### config.mk
export PLATFORM = sky130hd
export DESIGN_NAME = convert_ctrl
export DESIGN_NICKNAME = d
export VERILOG_FILES = /design/src/rtl/fpcvt_pkg.sv /design/src/rtl/fpcvt_round.sv /design/src/rtl/convert_ctrl.sv
export SDC_FILE = /design/constraint.sdc
export NUM_CORES = 1
export LEC_CHECK = 0
export BUFFER_PORTS_ARGS = -buffer_cell sky130_fd_sc_hd__buf_2
export CORE_ASPECT_RATIO = 2
export CORE_MARGIN = 4
export CORE_UTILIZATION = 35
export DETAILED_ROUTE_END_ITERATION = 7
export PLACE_DENSITY = 0.63
export SLEW_MARGIN = 30
export SYNTH_ARGS = -nofsm -noshare
export SYNTH_HDL_FRONTEND = slang
export SYNTH_SLANG_ARGS = --single-unit
### constraint.sdc
create_clock -name clk -period 2.39 [get_ports clk]
set_input_delay 0.1195 -clock clk [delete_from_list [all_inputs] [get_ports clk]]
set_output_delay 0.1195 -clock clk [all_outputs]
set_load 0.005 [all_outputs]
### src/rtl/fpcvt_pkg.sv
// Shared widths and FSM state type for the linear-to-float converter.
// Optional rounding is enabled by defining FPCVT_ROUND_EN.
package fpcvt_pkg;
    localparam int IN_W  = 12;
    localparam int MAG_W = 11;
    localparam int EXP_W = 3;
    localparam int SIG_W = 4;

    typedef enum logic [1:0] {
        IDLE,
        NORM,
        ROUND,
        HOLD
    } state_e;
endpackage

### src/rtl/fpcvt_round.sv
// Combinational round/saturate of the significand and exponent.
// FPCVT_ROUND_EN selects round-half-up; otherwise plain truncation.
module fpcvt_round
    import fpcvt_pkg::*;
(
    input  logic [SIG_W-1:0] f_i,
    input  logic             r_i,
    input  logic [EXP_W-1:0] e_i,
    output logic [SIG_W-1:0] f_o,
    output logic [EXP_W-1:0] e_o
);
`ifdef FPCVT_ROUND_EN
    logic [SIG_W:0] sum;

    assign sum = {1'b0, f_i} + {{SIG_W{1'b0}}, r_i};

    always_comb begin
        f_o = sum[SIG_W-1:0];
        e_o = e_i;
        // Carry out renormalises to 1000; the top exponent clamps instead.
        if (sum[SIG_W]) begin
            if (&e_i) begin
                f_o = '1;
            end else begin
                f_o = {1'b1, {(SIG_W-1){1'b0}}};
                e_o = e_i + EXP_W'(1);
            end
        end
    end
`else
    logic unused_r;

    assign unused_r = r_i;
    assign f_o      = f_i;
    assign e_o      = e_i;
`endif
endmodule

### src/rtl/convert_ctrl.sv
// Sequential 12-bit two's-complement to sign/E/F float converter.
// Rounding in ROUND is enabled by defining FPCVT_ROUND_EN.
module convert_ctrl
    import fpcvt_pkg::*;
(
    input  logic             clk,
    input  logic             rst_n,
    input  logic [IN_W-1:0]  in_data,
    input  logic             in_valid,
    output logic             in_ready,
    output logic             out_valid,
    input  logic             out_ready,
    output logic             sign,
    output logic [EXP_W-1:0] exponent,
    output logic [SIG_W-1:0] significand,
    output logic             busy
);
    state_e             state_q, state_d;
    logic [MAG_W-1:0]   mag_q, mag_d;
    logic [EXP_W-1:0]   e_q, e_d;
    logic               sgn_q, sgn_d;
    logic               sign_q, sign_d;
    logic [EXP_W-1:0]   exp_q, exp_d;
    logic [SIG_W-1:0]   sig_q, sig_d;
    logic [MAG_W-1:0]   abs_w;
    logic [SIG_W-1:0]   f_rnd;
    logic [EXP_W-1:0]   e_rnd;

    // -2048 has no 11-bit magnitude, so it clamps to 2047.
    always_comb begin
        abs_w = in_data[MAG_W-1:0];
        if (in_data[IN_W-1]) begin
            if (in_data[MAG_W-1:0] == '0) begin
                abs_w = '1;
            end else begin
                abs_w = ~in_data[MAG_W-1:0] + MAG_W'(1);
            end
        end
    end

    fpcvt_round u_round (
        .f_i (mag_q[MAG_W-1 -: SIG_W]),
        .r_i (mag_q[MAG_W-1-SIG_W]),
        .e_i (e_q),
        .f_o (f_rnd),
        .e_o (e_rnd)
    );

    always_comb begin
        state_d = state_q;
        mag_d   = mag_q;
        e_d     = e_q;
        sgn_d   = sgn_q;
        sign_d  = sign_q;
        exp_d   = exp_q;
        sig_d   = sig_q;
        unique case (state_q)
            IDLE: begin
                if (in_valid) begin
                    sgn_d   = in_data[IN_W-1];
                    mag_d   = abs_w;
                    e_d     = '1;
                    state_d = NORM;
                end
            end
            NORM: begin
                if (mag_q[MAG_W-1] || e_q == '0) begin
                    state_d = ROUND;
                end else begin
                    mag_d = {mag_q[MAG_W-2:0], 1'b0};
                    e_d   = e_q - EXP_W'(1);
                end
            end
            ROUND: begin
                sign_d  = sgn_q;
                exp_d   = e_rnd;
                sig_d   = f_rnd;
                state_d = HOLD;
            end
            HOLD: begin
                if (out_ready) begin
                    state_d = IDLE;
                end
            end
            default: state_d = IDLE;
        endcase
    end

    always_ff @(posedge clk or negedge rst_n) begin
        if (!rst_n) begin
            state_q <= IDLE;
            mag_q   <= '0;
            e_q     <= '0;
            sgn_q   <= 1'b0;
            sign_q  <= 1'b0;
            exp_q   <= '0;
            sig_q   <= '0;
        end else begin
            state_q <= state_d;
            mag_q   <= mag_d;
            e_q     <= e_d;
            sgn_q   <= sgn_d;
            sign_q  <= sign_d;
            exp_q   <= exp_d;
            sig_q   <= sig_d;
        end
    end

    assign in_ready    = (state_q == IDLE);
    assign out_valid   = (state_q == HOLD);
    assign busy        = (state_q != IDLE);
    assign sign        = sign_q;
    assign exponent    = exp_q;
    assign significand = sig_q;
endmodule

==> Flow_metrics.wiki <==
{| class="wikitable"
! Metric !! Value
|-
| Share of the clock period used by the worst path || 0.830
|-
| Category of the most critical setup path || flip-flop to flip-flop
|-
| DP Worst Slack || 428 ps
|-
| Hold bufs inserted after CTS || 1
|-
| Detailed-route wire length per cell || 14.7 microns
|-
| Pin count of the biggest net entering global routing || 26
|-
| Clk sink count || 25
|-
| Drt first pass iters || 4
|-
| I/O pin cnt || 27
|-
| Count of port buffers added during placement || 26
|-
| Total routed wirelength || 3310 microns
|-
| Overall Global Routing Usage || 0.141
|-
| Setup WS post-layout || 407 ps
|-
| Global route total overflow || 0
|-
| Worst IR drop on VDD || approximately 0.37 mV
|-
| Area growth, synth to finish || 16.7%
|-
| Highest cell delay on the worst timing path || ~410 ps
|-
| Total negative setup slack || 0 ps
|-
| Lkg Pwr || 0.762 nW
|-
| Filler cells || 405
|-
| Normalized max-slew margin || 0.638
|-
| Critical-path maximum fanout || 23
|-
| Final count of negative-setup-slack endpoints || 0
|-
| Classification of the worst-slack hold path || primary input to flip-flop
|-
| Number of cells in the finished layout apart from fillers || 225
|-
| Global-route wire length before repair || around 5600 microns
|-
| Number of instances in the synthesized netlist || approximately 150
|-
| Post-placement cell area || 1620 sq um
|-
| Endpoint required time on the critical path || 2540 ps
|-
| Starting Density || 0.365
|-
| Number of nets produced by synthesis || 170
|-
| Setup Skew || 6.01 ps
|-
| Max-cap violation count || 0
|-
| Transition at the pin with the smallest max-transition slack || 537 ps
|-
| Number of synthesized register bits || 25
|-
| Crit path max-delay family || compound AO/OA/AOI/OAI gates
|-
| Initial antenna violation count || 0
|-
| Count of nets left with antenna violations after detail routing || 0
|-
| Placed wire-length estimate || approximately 2700 microns
|-
| Number of cell rows || 32
|-
| Most used standard cell by instance count after synthesis || sky130_fd_sc_hd__dfrtp_1
|-
| Design area || 1670 sq um
|-
| Leading area contributor after synthesis || sky130_fd_sc_hd__dfrtp_1
|-
| Crit path time final || 1980 ps
|-
| Post-CTS clock slew at the launch and capture registers of the worst setup and hold paths || 80 ps
|-
| Yosys top cell area share || 0.436
|-
| Latest clock arrival within the worst-skew pair || 270 ps
|-
| Num CTS Buffers || 3
|-
| Share of post-route cells with drive strength above 1 || 0.230
|-
| Weighted congestion at the end of routability-driven global placement || 0.907
|-
| Clock tree from TritonCTS || yes
|-
| Unique masters post-synth || 34
|-
| Ratio of routed vias to standard cells || 5.43
|-
| Core footprint || about 3900 sq um
|-
| RSZ-0062 raised after global routing || no
|-
| Top cells by area, synth || sky130_fd_sc_hd__dfrtp_1 44%, sky130_fd_sc_hd__mux2_2 6.3%, sky130_fd_sc_hd__ha_1 6.1%
|-
| Top FF cell, synth || sky130_fd_sc_hd__dfrtp_1
|-
| Element type at the critical path end || flip-flop
|-
| Run status || completed
|-
| Average instance area after synthesis || 9.75 sq um
|-
| Number of warnings printed during yosys synthesis || 0
|-
| Share of flip-flops with an asynchronous set or reset after synthesis || 1.00
|-
| Horizontal die dimension || 53.3 microns
|-
| Maximum clock insertion buffer count || 2
|-
| Maximum achievable frequency || 0.504 GHz
|-
| Smallest hold slack || 190 ps
|-
| Max-slew violation count || 0
|-
| Area of the mapped netlist || 1430 sq um
|-
| Final Hold Fails || 0
|-
| Post CTS Setup Buffer Count || 0
|-
| N_diodes || 0
|-
| Number of remaining DRC errors || 0
|-
| Buffers & Inverters on Critical Path || 2
|-
| Ratio of total power to cell area || 1150 nW/um^2
|-
| Nets@finish || 198
|-
| Total number of vias || 1221
|-
| Chip height || 98.5 microns
|-
| Top post-synthesis cells by count || 25 x sky130_fd_sc_hd__dfrtp_1, 17 x sky130_fd_sc_hd__inv_1, 10 x sky130_fd_sc_hd__a21oi_1, 10 x sky130_fd_sc_hd__o21ai_0, 8 x sky130_fd_sc_hd__mux2_2
|-
| Slowest library cell on the worst path || sky130_fd_sc_hd__dfrtp_1
|-
| Startpoint Class || flip-flop
|-
| Cell chain of the critical path || inv_1, ha_1, o21ai_0, o211ai_1, buf_4, nor3_1, a221oi_1
|-
| Sequential fraction of the synthesis area || 0.436
|-
| Root buf cell || sky130_fd_sc_hd__clkbuf_8
|-
| Die area || 5250 sq um
|-
| Initial detailed-routing violation count || 26
|-
| Number of resized instances in the post-cts repair step || 0
|-
| H-tree depth || 1
|-
| Placed Cells incl. Taps || 220
|-
| Number of synthesized flops with an enable pin || 0
|-
| Via count of the first global-routing pass || approximately 1300
|-
| Arrival time of data at the critical path endpoint || 2130 ps
|}
[power by group]
group          total [mW]  switching, mW  internal (mW)
clock network       0.246          0.127          0.119
registers           0.717          0.104          0.613
logic               0.956          0.530          0.426
total                1.92          0.762           1.16
[layout by cell type, fill, tap and decap left out, types with 4 or more instances in the layout]
cell type	n
sky130_fd_sc_hd__a21oi_1	10
sky130_fd_sc_hd__ha_1	7
sky130_fd_sc_hd__buf_2	26
sky130_fd_sc_hd__nor3_1	5
sky130_fd_sc_hd__nor2_1	7
sky130_fd_sc_hd__dfrtp_1	25
sky130_fd_sc_hd__inv_1	17
sky130_fd_sc_hd__nand2b_1	5
sky130_fd_sc_hd__o21ai_0	10
sky130_fd_sc_hd__nand2_1	6
sky130_fd_sc_hd__mux2_2	8
sky130_fd_sc_hd__mux2i_1	4
sky130_fd_sc_hd__a221oi_1	5
[area by class of cell]
cell class              instances  area, sq um  share of cell area
multi-input cells              99          719               0.430
flip-flops and latches         25          626               0.374
repair buffers                 29          155              0.0927
inverters                      17         63.8              0.0381
well taps                      51         63.8              0.0381
clock buffers                   4         45.0              0.0269
[per-layer routing]
metal  vias up  part of all wire  global-route usage
met5         -                 0                   0
met4         0             0.045              0.0965
met3        14             0.048              0.0166
met2        38              0.54               0.254
met1       595              0.37               0.139
li1        574                 -                   -
[kinds of logic (layout without fill, tap and decap cells)]
logic type | after synthesis | in the layout | share of synthesized area
AO/OA/AOI/OAI | 41 | 41 | 0.189
XOR/XNOR | 6 | 6 | 0.0367
adder cells (fa/ha/maj) | 7 | 7 | 0.0611
buffers and inverters | 23 | 50 | 0.0620
flip-flops | 25 | 25 | 0.436
multiplexers | 12 | 12 | 0.0908
AND/OR/NAND/NOR | 33 | 33 | 0.124
[flip-flops by register name, summed over array words and instances (netlist names)]
name	count
e_q	3
exponent	3
mag_q	11
sgn_q	1
sign	1
significand	4
state_q	2
[final timing paths]
path | slack, ps | cells past startpoint | startpoint | end
worst max-delay path | 410 | 7 | state_q[1] | mag_q[9]
worst min-delay path | 190 | 3 | in_valid | sgn_q
worst max register to register | 410 | 7 | state_q[1] | mag_q[9]
worst min register to register | 480 | 2 | sgn_q | sgn_q
max in group asynchronous | 1660 | 2 | rst_n | mag_q[4]
min in group asynchronous | 370 | 2 | rst_n | sign
[through the flow]
| step | util | total power [mW] |
|---|---|---|
| global placement | 0.412 | 1.62 |
| global route | 0.426 | 2.08 |
| finish | 0.426 | 1.92 |
| floorplan | - | 1.38 |
| CTS | 0.426 | 1.94 |
| detailed placement | 0.412 | 1.69 |
[worst min-delay path, stage by stage]
cell                      delay [ps]
sky130_fd_sc_hd__buf_2           110
sky130_fd_sc_hd__nand2_1         100
sky130_fd_sc_hd__o21ai_0          80
(Power assumes the default switching activity.)
